File: src/rtl/mem_wbuf.sv
// mem_wbuf: posted-write FIFO between a CPU and memory, with read priority and read-after-write forwarding
module mem_wbuf #(
    parameter int DEPTH = 4,
    parameter int AW    = 16,
    parameter int DW    = 16
) (
    input  logic          clk,
    input  logic          rst,
    input  logic [AW-1:0] addr,
    input  logic [DW-1:0] wdata,
    input  logic          re,
    input  logic          we,
    output logic [DW-1:0] rdata,
    output logic          stall,
    output logic          empty,
    output logic [AW-1:0] mem_addr,
    output logic [DW-1:0] mem_wdata,
    output logic          mem_re,
    output logic          mem_we,
    input  logic [DW-1:0] mem_rdata
);
    localparam int PW = $clog2(DEPTH);

    logic [AW-1:0] buf_addr [DEPTH];
    logic [DW-1:0] buf_data [DEPTH];
    logic [PW-1:0] head, tail, idx;
    logic [PW:0]   count;
    logic          hit, hit_q, rd, push, drain;
    logic [DW-1:0] fwd, fwd_q;

    assign rd        = re & ~we;
    assign stall     = count == (PW+1)'(DEPTH);
    assign empty     = count == '0;
    assign push      = we & ~stall;
    assign drain     = ~re & ~empty;
    assign mem_re    = rd;
    assign mem_we    = drain;
    assign mem_addr  = rd ? addr : buf_addr[head];
    assign mem_wdata = buf_data[head];
    assign rdata     = hit_q ? fwd_q : mem_rdata;

    // scan oldest to newest so the newest matching entry wins
    always_comb begin
        hit = 1'b0;
        fwd = '0;
        idx = '0;
        for (int i = 0; i < DEPTH; i++) begin
            idx = head + PW'(i);
            if ((PW+1)'(i) < count && buf_addr[idx] == addr) begin
                hit = 1'b1;
                fwd = buf_data[idx];
            end
        end
    end

    // entry storage is written on accepted pushes only and needs no reset
    always_ff @(posedge clk) begin
        if (push) begin
            buf_addr[tail] <= addr;
            buf_data[tail] <= wdata;
        end
    end

    // pointers, occupancy and forwarding registers; reset discards pending writes
    always_ff @(posedge clk or negedge rst) begin
        if (!rst) begin
            head  <= '0;
            tail  <= '0;
            count <= '0;
            hit_q <= 1'b0;
            fwd_q <= '0;
        end else begin
            if (push) tail <= tail + 1'b1;
            if (drain) head <= head + 1'b1;
            count <= count + (PW+1)'(push) - (PW+1)'(drain);
            hit_q <= rd & hit;
            fwd_q <= fwd;
        end
    end
endmodule

File: config.mk
export PLATFORM = sky130hd
export DESIGN_NAME = mem_wbuf
export DESIGN_NICKNAME = d
export VERILOG_FILES = /design/src/rtl/mem_wbuf.sv
export SDC_FILE = /design/constraint.sdc
export NUM_CORES = 1
export LEC_CHECK = 0
export BUFFER_PORTS_ARGS = -buffer_cell sky130_fd_sc_hd__buf_2
export CAP_MARGIN = 40
export CORE_MARGIN = 3
export CORE_UTILIZATION = 53
export CTS_BUF_LIST = sky130_fd_sc_hd__clkbuf_4 sky130_fd_sc_hd__clkbuf_8 sky130_fd_sc_hd__clkbuf_16
export DETAILED_ROUTE_END_ITERATION = 10
export GPL_TIMING_DRIVEN = 0
export PLACE_DENSITY = 0.79
export SLEW_MARGIN = 0
export SYNTH_ARGS = -nofsm -noshare
export SYNTH_HDL_FRONTEND = slang
export SYNTH_SLANG_ARGS = --single-unit
File: constraint.sdc
create_clock -name clk -period 3.67 [get_ports clk]
set_clock_uncertainty 0.15 [all_clocks]
set_input_delay 0.1835 -clock clk [delete_from_list [all_inputs] [get_ports clk]]
set_output_delay 0.1835 -clock clk [all_outputs]
set_load 0.02 [all_outputs]
# Yosys cells after proc, flatten, opt, wreduce, memory -nomap -nowiden
# Memory sizes are Yosys's and may differ from the RTL's.
# Index checks and enable logic that the tools add are counted.
# Widths: inputs -> output; s select.
[word_totals]
mem_count = 2
out_inout_bits = 52
register_bits = 24
ramBits = 128
latch_bits = 0
mem_bits_ro = 0
wordCells = 47
in_bits = 52
[op_classes]
add_sub_neg = 6
n_reduce_logical = 5
n_div = 0
n_bitwise = 8
n_shift = 0
n_eq_ne = 5
mul = 0
n_mux = 12
order_cmp = 4
[memory_table]
columns = ["memory", "depth", "width", "read_ports", "rd_ports_with_merged_regs", "write_ports", "line_no", "rtl"]
rows = [
  ["buf_addr", 4, 16, 4, 0, 1, "24", "logic [AW-1:0] buf_addr [DEPTH];"],
  ["buf_data", 4, 16, 4, 0, 1, "25", "logic [DW-1:0] buf_data [DEPTH];"],
]
[ops]
columns = ["op", "count"]
rows = [
  ["$mux 16", 6],
  ["$eq 16x16->1", 4],
  ["$lt 1x3->1 const A", 2],
  ["$lt 2x3->1 const A", 2],
  ["$mux 1", 6],
  ["$add 2x1->2 const B", 2],
  ["$add 2x2->2 const B", 2],
  ["$and 1x1->1", 4],
  ["$logic_and 1x1->1", 4],
  ["$not 1->1", 4],
  ["$add 3x1->3", 1],
  ["$eq 3x3->1 const B", 1],
  ["$logic_not 3->1", 1],
  ["$sub 3x1->3", 1],
]

# Logic depth before layout (Yosys ltp)
# Gate-level depths: netlist of the first run.
# An unclocked memory read counts as a cell.
[depth]
ltp_word = 8
ltp_mapped = 13
ltp_nobuf = 9

# Worst setup path before layout of the first run
# OpenSTA, ideal clock, no wires.
[synth_path]
path_type = "register to register"
from = "register head[1]"
to = "register fwd_q[2]"
path_slack_ps = 898
synth_period_minus_slack_ps = 2772
setup_ps = 126
required_time_ps = 3394
path_stages_with_launch = 11
path_buffers = 3
arrival_time_ps = 2496
path_cell_list = "dfrtp_1 -> buf_6 -> buf_12 -> mux4_1 -> xnor2_1 -> nand4_1 -> or4_4 -> clkbuf_1 -> o21ai_0 -> a31oi_1 -> o32a_1"
[synth_between]
elab_chain_cells = 7
word_cells_on_any_way = 17
cone_classes = "add/sub: 3; eq/ne: 4; mux: 4; reduce/logical: 4; memory: 2"
[synth_lines]
columns = ["item", "line_no", "rtl"]
rows = [
  ["start: declaration", "26", "logic [PW-1:0] head, tail, idx;"],
  ["start signal: assignment", "74", "if (drain) head <= head + 1'b1;"],
  ["$add 2x1->2 or $mem_v2 4x16 (tied branches)", "-", ""],
  ["$mem_v2 4x16 or $eq 16x16->1 (tied branches)", "-", ""],
  ["$eq 16x16->1 or $logic_and 1x1->1 (tied branches)", "49", "if ((PW+1)'(i) < count && buf_addr[idx] == addr) begin"],
  ["$logic_and 1x1->1 or $mux 16 (tied branches)", "49", ""],
  ["$mux 16 (2 in series)", "49", ""],
  ["$mux 16 (*)", "49", ""],
  ["named net fwd[2]", "29", "logic [DW-1:0] fwd, fwd_q;"],
  ["end signal: assignment", "77", "fwd_q <= fwd;"],
  ["end: declaration", "29", ""],
]
# The timed path passes the listed nets; every way through them passes the cells marked *.
# A chain may end at the register's enable or synchronous reset.

# Worst setup path after layout of the first run
[layout_path]
from = "register head[1]"
to = "register fwd_q[8]"
# The elaborated chain is that of the path after synthesis.

==> results of run 1 <==
timing repair:
| action | 4_1_cts | 5_1_grt |
|---|---|---|
| setup endpoints to repair | 7 | 14 |
| pin swaps | 0 | 0 |
| endpoints found under the hold margin | 154 | 0 |
| gates resized for setup | 7 | 6 |
| hold buffers | 34 | 0 |
cell usage in the layout (no fill, tap or decap), drive strengths merged, types with 8 or more instances in the layout:
master / instances
buf: 146
edfxtp: 128
mux2i: 89
clkbuf: 53
mux2: 51
xnor2: 49
nand2: 49
o21ai: 44
mux4: 42
inv: 37
dlygate4sd3: 34
a31oi: 33
dfrtp: 24
nor2: 21
a21oi: 21
and3: 16
o32a: 16
nor3b: 16
xor2: 12
nand4: 10
ha: 8
nor3: 8
how the worst max path moves through the flow:
| stage | startpoint | endpoint | slack, ps | depth (start not counted) |
|---|---|---|---|---|
| after CTS | head[0] | fwd_q[8] | 30 | 11 |
| after floorplan | head[1] | fwd_q[2] | 900 | 10 |
| final | head[1] | fwd_q[8] | 80 | 13 |
| after global routing | head[0] | fwd_q[6] | 8 | 11 |
| after detailed placement | head[0] | fwd_q[14] | -20 | 11 |
| after global placement | head[0] | fwd_q[7] | -10 | 11 |
critical path, delay by kind of cell (launching register included):
| kind | cells | cell delay (ps) |
|---|---|---|
| flip-flops | 1 | 350 |
| multiplexers | 1 | 340 |
| buffers and inverters | 9 | 2070 |
| AO/OA/AOI/OAI | 3 | 550 |
final cells by class:
class                   instances  share of cell area (%)
plain buffers                  71                    3.82
clock buffers                  21                    4.33
well taps                     229                    2.44
inverters                      29                   0.927
clock inverters                11                    1.03
flip-flops and latches        152                    37.9
multi-input cells             532                    41.6
repair buffers                141                    7.97
power by group through the flow:
| stage | sequential [mW] | clock (mW) | combinational, mW |
|---|---|---|---|
| floorplan | 2.41 | 0 | 3.67 |
| global placement | 2.47 | 0 | 4.87 |
| CTS | 2.45 | 1.87 | 5.08 |
| global route | 2.49 | 1.94 | 5.44 |
| detailed placement | 2.48 | 0 | 4.99 |
| finish | 2.45 | 1.86 | 5.17 |
metrics by stage:
stage | total power, mW | hold slack, ps
floorplan | 6.08 | -262
global placement | 7.35 | 56.5
detailed placement | 7.47 | 65.6
CTS | 9.39 | 143
global route | 9.87 | 203
finish | 9.49 | 120
metal layers:
| layer | GRT usage, % | vias to the layer above | part of all wire, % |
|---|---|---|---|
| li1 | - | 3338 | - |
| met1 | 35.7 | 3735 | 37 |
| met2 | 46.1 | 587 | 48 |
| met3 | 6.25 | 123 | 11 |
| met4 | 12.8 | 0 | 4.0 |
| met5 | 0 | - | 0 |
sequential cells by signal, summed over array words and instances (netlist names):
| name | count |
|---|---|
| count | 3 |
| tail | 2 |
| hit_q | 1 |
| head | 2 |
| buf_addr | 64 |
| fwd_q | 16 |
| buf_data | 64 |
cell families (layout without fill, tap and decap cells):
group,Yosys count,in the layout,synth area share (%)
xor+xnor,61,61,5.42
mux,182,182,24.9
fa+ha+maj,9,9,1.22
flops,152,152,45.1
simple gates,145,145,8.51
compound gates,135,135,9.29
buf+inv,100,273,5.55
==> key figures, run 1 <==
Status
  • Status: finished, final reports clean

Final layout
  • Area of the multi-input gates: 4880 µm²
  • Final net count: 1005
  • Fillers: 1337
  • Layout Cell Area excl Fill: 11700 µm²
  • Register area: 4450 µm²
  • Final Non-Filler Cells: 1186
  • Area Growth Syn to Fin: 19.1%
  • ANT cells: 0
  • Share of cells above drive strength 1: 30.7%
  • Final Util: 64.9%

Clocking
  • CTS H-tree depth: 4
  • Clock Sinks: 152
  • Worst-skew pair later-pin latency: 440 ps
  • TritonCTS clock tree: yes
  • Max clock buf depth: 2
  • Clock transition at path regs: 70 ps
  • Root buffer cell: clkbuf_16
  • Num CTS Buffers: 17
  • Postcts setup bufs: 0

Power and ir drop
  • Seq pwr share: 25.8%
  • Gate power share: 54.5%
  • P_sw: 3.98 mW
  • Peak supply drop: 441 µV
  • Clock network power share: 19.6%
  • Power Internal: 5.51 mW
  • Net Sw Frac: 42.0%
  • Pwr/cell area: 808 nW/µm²
  • Static leakage: 4.61 nW

Critical path
  • Setup crit end kind: flop
  • CP Data Required Time: 3830 ps
  • Critical Path AT: 3750 ps
  • Critical path's slowest cell: buf_2
  • Reg2Reg Capture Point: fwd_q[8]
  • R2r worst-path depth: 13
  • Crit-path cells: buf_6 > buf_12 > buf_12 > buf_6 > buf_4 > buf_2 > buf_4 > buf_2 > mux2i_1 > inv_1 > o21ai_0 > a31oi_1 > o32a_1
  • Crit-path max FO: 10
  • CP startpoint kind: flop
  • CP Class: reg2reg
  • R2R setup slack: 80 ps
  • Delay of the slowest critical-path stage: 400 ps
  • FF-to-FF Start: head[1]

Drt
  • Final WL: 28400 µm
  • Routed WL per cell: 23.9 µm
  • DR iter-0 viols: 1040
  • Pre-antenna DRT Iters: 6
  • Drt drc: 0
  • Vias per cell: 6.56
  • Via Count: 7783
  • Post-route ant nets: 0

Job
  • Max Cap Viol: 0

Placed design
  • Final RePlAce weighted congestion: 0.974
  • Pre-CTS setup slack: -22.7 ps
  • IO buf count: 103
  • Placed inst area: 10700 µm²
  • Placed Cells: 1120
  • Post-DP HPWL: 19400 µm

Yosys
  • Yosys top cell by area: edfxtp_1
  • Top-count cell post-synth: edfxtp_1
  • Mapped Cells: 784
  • Mapped Area: 9860 µm²
  • Syn Area/Cell: 12.6 µm²
  • Share of the synthesized area in the top cell type: 39.0%
  • Number of flops mapped to enable cells by yosys: 128
  • Syn_nets: 845
  • Dominant synthesized flop cell: edfxtp_1
  • Register bit count reported by yosys: 152
  • Register area share after synthesis: 45.1%
  • Yosys warns: 0
  • Commonest cells in the netlist: edfxtp_1, mux2i_1, mux2_2, xnor2_1, nand2_1
  • Library cells used by synthesis: 63
  • Top cells by area, synth: edfxtp_1, mux2i_1, mux4_2
  • FFs w/ async S/R, synth: 15.8%

Floorplan
  • Die Ht: 142 µm
  • Total core area: 18100 µm²
  • Starting Density: 54.5%
  • Row cnt: 49
  • DIE WIDTH: 142 µm
  • I/O Pins: 104
  • Die area: 20300 µm²

STA
  • Slew Limit Headroom: 51.0%
  • Post-route minimum period: 3590 ps
  • RSZ-0062 raised after global routing: no
  • Max Slew Vio Count: 0
  • Fmax: 0.279 GHz
  • Setup tns final: 0 ps
  • Slew at the pin with the worst max-slew slack: 735 ps
  • PnR worst setup slack: 84.5 ps
  • Final hold violations: 0
  • Setup violators final: 0
  • Period utilization: 97.7%

Worst hold path
  • Min-delay worst type: in2async

GRT
  • Largest net degree at the start of global routing: 28
  • Grt ovf: 0
  • Initial antenna violation count: 0
  • GRT Total Usage: 28.1%
  • First-pass GRT wire length: 43200 µm
  • Vias in the first global route: 7611
(Power assumes the default switching activity.)
==> run 2: changes to the inputs <==
- CTS_BUF_LIST: sky130_fd_sc_hd__clkbuf_4 sky130_fd_sc_hd__clkbuf_8 sky130_fd_sc_hd__clkbuf_16 -> sky130_fd_sc_hd__clkbuf_8
==> run 2 against run 1 <==
Against the previous run: critical path depth down 2; critical path type unchanged; non-clock buffer count unchanged; count of clock-buffer cells in the layout down 4; register-to-register slack about the same; first-iteration DRC count down 11%; sequential power about the same; fmax down 0.27%; sequential share of layout area up 0.59 points.
==> key figures, run 2 (synthesis results as in run 1) <==
Final layout
  • Final Util: 63.9% (-1.0 points)
  • Most frequent cells in the layout: edfxtp_1, buf_2, mux2i_1, mux2_2
  • Share of cells above drive strength 1: 30.6% (-0.10 points)
  • Fillers: 1360 (+1.7%)
  • Final Non-Filler Cells: 1186 (unchanged)
  • ANT cells: 0 (unchanged)
  • Commonest non-fill, non-tap cell in the layout: edfxtp_1
  • Largest regs: buf_addr (64), buf_data (64), fwd_q (16)
  • Final net count: 1005 (unchanged)
  • Register area: 4450 µm² (unchanged)
  • Area Growth Syn to Fin: 17.3%
  • Area of the multi-input gates: 4880 µm² (-0.13%)
  • Layout Cell Area excl Fill: 11600 µm² (-1.5%)

Floorplan
  • Die Ht: 142 µm (unchanged)
  • Starting Density: 54.5% (unchanged)
  • I/O Pins: 104 (unchanged)
  • Die area: 20300 µm² (unchanged)
  • Total core area: 18100 µm² (unchanged)
  • Row cnt: 49 (unchanged)
  • DIE WIDTH: 142 µm (unchanged)

Critical path
  • CP Data Required Time: 3920 ps (+90 ps)
  • CP Class: reg2reg
  • R2R setup slack: 70 ps (about the same)
  • Setup crit end kind: flop
  • CP startpoint kind: flop
  • Critical Path AT: 3840 ps (+90 ps)
  • Crit-path max FO: 10 (unchanged)

Power and ir drop
  • Pwr/cell area: 787 nW/µm² (-2.6%)
  • Power Internal: 5.18 mW (-5.9%)
  • P_sw: 3.91 mW (-1.7%)
  • Static leakage: 4.52 nW (-2.0%)
  • Peak supply drop: 437 µV (-1.0%)
  • Clock network power share: 16.2% (-3.4 points)
  • Net Sw Frac: 43.0% (+1.1 points)
  • Gate power share: 56.8% (+2.3 points)
  • Seq pwr share: 26.9% (+1.1 points)
  • Final Power: 9.10 mW (-4.1%)

STA
  • Slew Limit Headroom: 51.5% (+0.49 points)
  • RSZ-0062 raised after global routing: no
  • Max Slew Vio Count: 0 (unchanged)
  • Final hold violations: 0 (unchanged)
  • Fmax: 0.278 GHz (-0.27%)
  • Setup tns final: 0 ps (unchanged)
  • PnR worst setup slack: 74.8 ps (-9.71 ps)
  • Slew at the pin with the worst max-slew slack: 728 ps (-7.37 ps)
  • Worst hold slack: 85.3 ps (-35.1 ps)
  • Post-route minimum period: 3600 ps (+9.71 ps)
  • Setup violators final: 0 (unchanged)
  • Period utilization: 98.0% (+0.26 points)

GRT
  • Largest net degree at the start of global routing: 28 (unchanged)
  • First-pass GRT wire length: 42800 µm (-0.86%)
  • GRT Total Usage: 27.8% (-0.22 points)
  • Vias in the first global route: 7579 (-0.42%)
  • Grt ovf: 0 (unchanged)
  • Initial antenna violation count: 0 (unchanged)

Drt
  • Final WL: 28300 µm (-0.42%)
  • Vias per cell: 6.56 (about the same)
  • DR iter-0 viols: 921 (-11%)
  • Post-route ant nets: 0 (unchanged)
  • Drt drc: 0 (unchanged)
  • Via Count: 7776 (-0.090%)
  • Routed WL per cell: 23.8 µm (-0.42%)
  • Pre-antenna DRT Iters: 9 (+3)

Placed design
  • Placed Cells: 1120 (unchanged)
  • Post-DP HPWL: 19400 µm (unchanged)
  • Pre-CTS setup slack: -22.7 ps (unchanged)
  • Final RePlAce weighted congestion: 0.974 (unchanged)
  • Placed inst area: 10700 µm² (unchanged)
  • IO buf count: 103 (unchanged)

Worst hold path
  • Min-delay worst type: in2async

Clocking
  • Clock transition at path regs: 100 ps (+30 ps)
  • Worst-skew pair later-pin latency: 470 ps (+30 ps)
  • TritonCTS clock tree: yes
  • Clock Sinks: 152 (unchanged)
  • Max clock buf depth: 2 (unchanged)
  • Root buffer cell: clkbuf_8
  • Num CTS Buffers: 17 (unchanged)
  • Postcts setup bufs: 0 (unchanged)
  • CTS H-tree depth: 4 (unchanged)

Status
  • Status: finished, final reports clean

Job
  • Max Cap Viol: 0 (unchanged)
==> run 2: cell types whose count changed in the layout (fill, tap and decap cells not counted), moves of 2 or more <==
cell,change
buf_2,-2
clkbuf_8,+17
bufinv_16,+3
clkbuf_16,-20
==> run 2: timing repair <==
item / 4_1_cts / 5_1_grt
gates resized for setup: 7 / 7
endpoints found under the hold margin: 154 / 0
endpoints found under the setup margin: 7 / 23
pin swaps: 0 / 0
hold buffers: 34 / 0
==> run 2: worst paths after layout <==
kind | depth (start not counted) | to | from
max in group asynchronous | 2 | head[0] | rst
hold / removal | 2 | fwd_q[13] | rst
hold reg to reg | 1 | count[0] | count[0]
min in group clk | 4 | tail[0] | we
setup / recovery | 11 | fwd_q[7] | head[0]
setup reg to reg | 11 | fwd_q[7] | head[0]
==> run 2: final cells by class <==
type | instances | area share [%]
Tap cell | 229 | 2.48
Clock buffer | 17 | 2.02
Sequential cell | 152 | 38.5
Clock inverter | 15 | 1.86
Inverter | 29 | 0.942
Timing Repair Buffer | 141 | 8.10
Multi-Input combinational cell | 532 | 42.2
Buffer | 71 | 3.92
==> run 2: routing by layer <==
layer | up-vias | GRT usage (%) | part of all wire, %
li1 | 3338 | - | -
met1 | 3723 | 35.8 | 37
met2 | 602 | 46.0 | 48
met3 | 113 | 5.85 | 11
met4 | 0 | 11.9 | 3.9
met5 | - | 0 | 0
==> run 2: power groups by stage <==
stage / Sequential, mW / Clock [mW] / Combinational, mW
floorplan: 2.41 / 0 / 3.67
global placement: 2.47 / 0 / 4.87
detailed placement: 2.48 / 0 / 4.99
CTS: 2.44 / 1.47 / 5.06
global route: 2.48 / 1.56 / 5.44
finish: 2.45 / 1.48 / 5.17
==> run 2: critical path, cell delays in order (launching register included) <==
cell     delay [ps]
dfrtp_2         470
buf_4           270
buf_6           230
buf_6           200
mux4_2          570
xnor2_2         230
nand4_1         170
nor3_1          300
nand4_4         250
buf_6           250
nor3b_2         170
o32a_1          230
